<file path="src/rtl/frame_dump_ctrl.sv">
// Frame dump controller: freezes the camera write path after a triggered frame,
// then streams every pixel byte out through a ready/start serial handshake.
// Optional 4-byte sync header before pixel 0 when FRAME_DUMP_HEADER_EN is defined.
module frame_dump_ctrl #(
    parameter int          NUM_PIXELS = 307200,
    parameter logic [7:0]  HDR_BYTE   = 8'hA5
) (
    input  logic        clk,
    input  logic        reset,
    input  logic        trigger,
    input  logic        frame_done,
    input  logic        cam_we_i,
    output logic        cam_we_o,
    output logic [16:0] ram_addr,
    input  logic [31:0] ram_data,
    output logic [7:0]  tx_data,
    output logic        tx_start,
    input  logic        tx_ready,
    output logic        busy,
    output logic [18:0] pix_idx
);

    // Transmitter handshake: a byte is offered while tx_ready=1 in SEND with a
    // one-cycle tx_start; it is complete only after tx_ready goes 1->0->1.
    typedef enum logic [2:0] {
        IDLE      = 3'd0,
        ARM       = 3'd1,
`ifdef FRAME_DUMP_HEADER_EN
        HDR       = 3'd2,
`endif
        READ      = 3'd3,
        LATCH     = 3'd4,
        SEND      = 3'd5,
        WAIT_ACK  = 3'd6,
        WAIT_DONE = 3'd7
    } state_t;

    localparam logic [18:0] LAST_PIX = 19'(NUM_PIXELS - 1);

    state_t      state;
    state_t      state_d;
    logic        trig_q;
    logic        freeze;
    logic        last_pix;
    logic [4:0]  byte_lsb;
`ifdef FRAME_DUMP_HEADER_EN
    logic [1:0]  hdr_cnt;
    logic        hdr_phase;
`endif

    assign last_pix = (pix_idx == LAST_PIX);
    assign byte_lsb = {pix_idx[1:0], 3'b000};
    assign cam_we_o = cam_we_i & ~freeze;
    assign busy     = (state != IDLE);
    // Driven straight from pix_idx so the word is on the RAM bus during READ
    // and its data is ready to be latched in LATCH.
    assign ram_addr = pix_idx[18:2];

    always_ff @(posedge clk) begin
        if (reset) begin
            state <= IDLE;
        end else begin
            state <= state_d;
        end
    end

    always_comb begin
        state_d = state;
        case (state)
            IDLE:      if (trigger && !trig_q) state_d = ARM;
            ARM: begin
                if (frame_done) begin
`ifdef FRAME_DUMP_HEADER_EN
                    state_d = HDR;
`else
                    state_d = READ;
`endif
                end
            end
`ifdef FRAME_DUMP_HEADER_EN
            HDR:       state_d = SEND;
`endif
            READ:      state_d = LATCH;
            LATCH:     state_d = SEND;
            SEND:      if (tx_ready) state_d = WAIT_ACK;
            WAIT_ACK:  if (!tx_ready) state_d = WAIT_DONE;
            WAIT_DONE: begin
                if (tx_ready) begin
`ifdef FRAME_DUMP_HEADER_EN
                    if (hdr_phase) state_d = (hdr_cnt == 2'd3) ? READ : HDR;
                    else
`endif
                    if (last_pix) state_d = IDLE;
                    else          state_d = READ;
                end
            end
            default:   state_d = IDLE;
        endcase
    end

    always_ff @(posedge clk) begin
        if (reset) begin
            trig_q    <= 1'b0;
            freeze    <= 1'b0;
            tx_start  <= 1'b0;
            tx_data   <= 8'd0;
            pix_idx   <= 19'd0;
`ifdef FRAME_DUMP_HEADER_EN
            hdr_cnt   <= 2'd0;
            hdr_phase <= 1'b0;
`endif
        end else begin
            trig_q   <= trigger;
            tx_start <= (state == SEND) && tx_ready;
            case (state)
                ARM: begin
                    if (frame_done) begin
                        freeze  <= 1'b1;
                        pix_idx <= 19'd0;
`ifdef FRAME_DUMP_HEADER_EN
                        hdr_cnt   <= 2'd0;
                        hdr_phase <= 1'b1;
`endif
                    end
                end
`ifdef FRAME_DUMP_HEADER_EN
                HDR:   tx_data <= hdr_cnt[0] ? ~HDR_BYTE : HDR_BYTE;
`endif
                LATCH: tx_data <= ram_data[byte_lsb +: 8];
                WAIT_DONE: begin
                    if (tx_ready) begin
`ifdef FRAME_DUMP_HEADER_EN
                        if (hdr_phase) begin
                            hdr_cnt <= hdr_cnt + 2'd1;
                            if (hdr_cnt == 2'd3) hdr_phase <= 1'b0;
                        end else
`endif
                        if (last_pix) begin
                            pix_idx <= 19'd0;
                            freeze  <= 1'b0;
                        end else begin
                            pix_idx <= pix_idx + 19'd1;
                        end
                    end
                end
                default: ;
            endcase
        end
    end

endmodule

</file>
<file path="config.mk">
export PLATFORM = sky130hd
export DESIGN_NAME = frame_dump_ctrl
export DESIGN_NICKNAME = d
export VERILOG_FILES = /design/src/rtl/frame_dump_ctrl.sv
export SDC_FILE = /design/constraint.sdc
export NUM_CORES = 1
export LEC_CHECK = 0
export CAP_MARGIN = 20
export CORE_ASPECT_RATIO = 0.8
export CORE_MARGIN = 10
export CORE_UTILIZATION = 42
export DETAILED_ROUTE_END_ITERATION = 8
export PLACE_DENSITY = 0.89
export REMOVE_ABC_BUFFERS = 1
export SETUP_SLACK_MARGIN = 0.3
export SYNTH_ARGS = -nofsm -noshare
export SYNTH_HDL_FRONTEND = slang
export SYNTH_SLANG_ARGS = --single-unit
</file>
<file path="constraint.sdc">
create_clock -name clk -period 2.2 [get_ports clk]
set_clock_uncertainty 0.15 [all_clocks]
set_input_delay 0.44 -clock clk [delete_from_list [all_inputs] [get_ports clk]]
set_output_delay 0.44 -clock clk [all_outputs]
set_load 0.02 [all_outputs]
</file>
Yosys cells after proc, flatten, opt, wreduce, memory -nomap -nowiden

Cells that the tools add are included.

Add/subtract/negate cells: 1
Eq/ne operators: 13
Shifts and indexed selects: 1
Multiplexer cells: 15
Bitwise logic cells: 2
Reduce and logical (&&, ||, !) cells: 9

Operator list:

| cell                    | count |
|---|---|
| $mux W19                | 3 |
| $pmux W19 S2            | 1 |
| $shiftx A32 B6 Y8       | 1 |
| $pmux W3 S7             | 1 |
| $add A19 B1 Y19 const B | 1 |
| $eq A19 B19 Y1 const B  | 1 |
| $mux W3                 | 5 |
| $eq A3 B3 Y1 const B    | 4 |
| $ne A2 B2 Y1 const B    | 6 |
| $reduce_and A5 Y1       | 1 |
| $reduce_and A4 Y1       | 1 |
| $eq A3 B1 Y1 const B    | 1 |
| $eq A3 B2 Y1 const B    | 1 |
| $logic_not A3 Y1        | 1 |
| $mux W1                 | 3 |
| $reduce_and A3 Y1       | 1 |
| $reduce_bool A3 Y1      | 1 |
| $logic_and A1 B1 Y1     | 2 |
| $mux W2                 | 1 |
| $pmux W1 S2             | 1 |
| $reduce_bool A2 Y1      | 1 |
| $and A1 B1 Y1           | 1 |
| $logic_not A1 Y1        | 1 |
| $not A1 Y1              | 1 |

Register bits: 33
Input port bits: 38
Output and inout bits: 47
Logic and storage cells: 47

Depth between registers and ports, before layout

Depth after elaboration: 4
Gate-level depth with buffers: 8
Depth with buffers taken out: 6

Least setup slack after synthesis

Ideal clock, no wire load.

Path kind: register to register
Start: register pix_idx[8]
End: register pix_idx[3]
Setup time: 115 ps
Arrival: 1,609 ps
Required time: 1,935 ps
Slack: 326 ps
Stages on the path, launching flop included: 9
Path buffers: 3
Clock period less this slack: 1,874 ps
Path through: dfxtp_1 > and4_1 > buf_4 > nand4_1 > nor4_2 > nand2b_1 > buf_6 > buf_6 > nor2_1

Longest elaborated chain between the ends: 4

RTL lines:

| element                | line | source |
|---|---|---|
| from (decl)            | 20   | `output logic [18:0] pix_idx` |
| from (signal assigned) | 142  | `pix_idx <= pix_idx + 19'd1;` |
| $eq A19 B19 Y1         | 51   | `assign last_pix = (pix_idx == LAST_PIX);` |
| $mux W19               | 138  | `if (last_pix) begin` |
| $mux W19               | 131  | `if (tx_ready) begin` |
| $pmux W19 S2           | 115  | `case (state)` |

Every way passes these cells. The select of a mux whose other input is x is not followed.
A chain may end at the register's enable or synchronous reset.

Final worst setup path

Start: register tx_data[2]
End: output port tx_data[2]

RTL lines:

| element                | line | source |
|---|---|---|
| from (decl)            | 16   | `output logic [7:0] tx_data,` |
| from (signal assigned) | 129  | `LATCH: tx_data <= ram_data[byte_lsb +: 8];` |

No word-level cell between the ends.

==> results.json <==
{
  "worstHoldEndpoint": "tx_data[4]",
  "fin_crit_ns": 1.84,
  "ys_seq_area_share_pct": 34.6,
  "layout_common_cells": "clkdlybuf4s50_1, dlygate4sd2_1, nand2_1",
  "clk_path_buf_depth": 2,
  "vias": 1859,
  "grt_pass1_wl_um": 8960,
  "grt-ovfl-total": 0,
  "initial_utilization_pct": 44.6,
  "drt_iter0_drc": 97,
  "dieWidth_um": 95.4,
  "hold_viol": 0,
  "drc_errors": 0,
  "cts.sinks": 33,
  "critPathArrivalTime_ns": 1.25,
  "layout_commonest_cell": "clkdlybuf4s50_1",
  "cp_max_fo": 2,
  "synth_area_um2": 1910,
  "cts_buffers": 5,
  "irDropWorstVdd_v": 0.000260,
  "antenna_cells": 0,
  "grt_pass1_vias": 1819,
  "total_power_mw": 1.25,
  "path_cells": "clkdlybuf4s50_1",
  "die_h_um": 80.3,
  "wl_per_cell_um": 16.5,
  "area_delta_synth_final_pct": 48.9,
  "cap_viol_max_count": 0,
  "relSlewSlack_pct": 74.6,
  "dp.cells": 346,
  "grt_usage_pct": 14.8,
  "ant_nets": 0,
  "cp_top_family": "buffers and inverters",
  "power_density_nw_per_um2": 441,
  "hold_class": "reg -> reg",
  "core_um2": 4280,
  "crit_type": "reg -> out",
  "start_kind": "register",
  "dieArea_um2": 7660,
  "drv_slew": 0,
  "viasPerCell": 5.24,
  "antenna_found_initial": 0,
  "rsz0062_at_grt": "no",
  "fin_crit_sh_pct": 83.8,
  "worstReg2RegEnd": "pix_idx[7]",
  "synth.area.top_cells": "dfxtp_1, mux4_2, buf_4, nand2_1, xor2_1",
  "ios": 85,
  "grt_max_degree": 20,
  "yosys.area.top_type": "dfxtp_1",
  "cts.clk_slew.worst_paths_ns": 0.06,
  "htree_levels": 2,
  "async_flop_share_pct": 0,
  "port_buffers": 84,
  "wl_um": 5840,
  "slowest_delay_ns": 0.64,
  "dpl.hpwl_um": 4650,
  "min_from": "tx_data[4]",
  "clk_latency_ns": 0.28,
  "critPathBufInv": 1,
  "synth_top_area_share_pct": 34.6,
  "fin_ws_ns": 0.357,
  "slowest_stage": "clkdlybuf4s50_1",
  "dr.pass1.iters": 4,
  "setup_viol": 0,
  "syn_inst": 215,
  "power.leakage_nw": 1.18,
  "max_clock_freq_mhz": 542,
  "fin_nets": 337,
  "reg2reg_slack_ns": 0.41,
  "tritoncts": "yes",
  "fp-row-count": 21,
  "r2r_cells": 6,
  "root_buffer": "clkbuf_8",
  "post-place-ws_ns": -0.0458,
  "syn_area_per_cell_um2": 8.87,
  "layout-drive-gt1-share_pct": 16.1,
  "end_kind": "primary output",
  "yosys_warnings": 0,
  "synth_edf_count": 0,
  "ctsHoldBuffers": 0,
  "holdPathStages": 2,
  "ys.flop_type": "dfxtp_1",
  "tightestPinTransition_ns": 0.380,
  "ys_seq_elements": 33,
  "finalNonFillerCells": 355,
  "yosysUniqueCellTypes": 42,
  "status": "finished clean",
  "gp_congestion": 0.783,
  "reg2reg_from": "pix_idx[3]",
  "required_ns": 1.61
}
[sequential cells by signal, summed over array words and instances (netlist names)]
register	count
pix_idx	19
tx_data	8
state	3
freeze	1
trig_q	1
tx_start	1
[synthesized netlist by cell type, types with 2 or more instances]
| cell type | count |
|---|---|
| a21o_1 | 2 |
| a21oi_1 | 15 |
| and2_1 | 2 |
| and4_1 | 2 |
| buf_2 | 3 |
| buf_4 | 19 |
| buf_6 | 2 |
| clkbuf_1 | 4 |
| dfxtp_1 | 33 |
| mux4_2 | 8 |
| nand2_1 | 33 |
| nand3_1 | 8 |
| nand4_1 | 10 |
| nand4b_1 | 2 |
| nor2_1 | 23 |
| nor2b_1 | 4 |
| nor3_1 | 5 |
| nor4b_1 | 2 |
| o2111ai_1 | 3 |
| or3_1 | 2 |
| xnor2_1 | 2 |
| xor2_1 | 11 |
[layout make-up]
cell class | instances | area [µm²]
Fill cell | 354 | 1440
Multi-Input combinational cell | 153 | 1070
Timing Repair Buffer | 104 | 950
Sequential cell | 33 | 664
Clock buffer | 7 | 86.3
Tap cell | 57 | 71.3
Inverter | 1 | 3.75
[what timing repair did]
action,in CTS,in global routing
resized for setup,42,8
hold endpoints to repair,0,0
endpoints found under the setup margin,47,22
setup buffers,1,1
pin swaps,2,2
[per-layer routing]
metal / wire (µm) / track usage [%] / part of all wire (%)
met2: 2870 / 24.8 / 49
met4: 113 / 6.12 / 1.9
met1: 2360 / 16.8 / 40
met3: 503 / 5.11 / 8.6
met5: 0 / 0 / 0
[worst max path at each step]
stage	slack (ns)	from	depth (start not counted)	end
global route	0.31	state[0]	6	pix_idx[10]
finish	0.36	tx_data[2]	1	tx_data[2]
CTS	0.23	cam_we_i	3	cam_we_o
detailed placement	-0.05	cam_we_i	3	cam_we_o
floorplan	-0.12	pix_idx[0]	5	pix_idx[7]
global placement	-0.006	cam_we_i	3	cam_we_o
[through the flow]
step / TNS [ns] / util (%) / cell area, µm² / hold WS, ns
floorplan: -1.64 / - / 1710 / 0.325
global placement: -0.00613 / 64.7 / 2770 / 0.291
detailed placement: -0.0981 / 64.7 / 2770 / 0.297
CTS: 0 / 65.9 / 2820 / 0.305
global route: 0 / 66.3 / 2840 / 0.326
finish: 0 / 66.3 / 2840 / 0.305
[report_power, final]
group / internal (mW) / switching (mW)
Combinational: 0.119 / 0.0741
Sequential: 0.606 / 0.00775
Clock: 0.248 / 0.200
Total: 0.973 / 0.282
[cells by family (layout without fill, tap and decap cells)]
group / after synthesis / in the layout / share of synthesized area, %
fa+ha+maj: 1 / 1 / 0.656
simple gates: 103 / 103 / 29.2
buf+inv: 29 / 112 / 10.4
xor+xnor: 13 / 13 / 5.97
flops: 33 / 33 / 34.6
mux: 8 / 8 / 9.44
compound gates: 28 / 28 / 9.64
(Power assumes the default switching activity.)
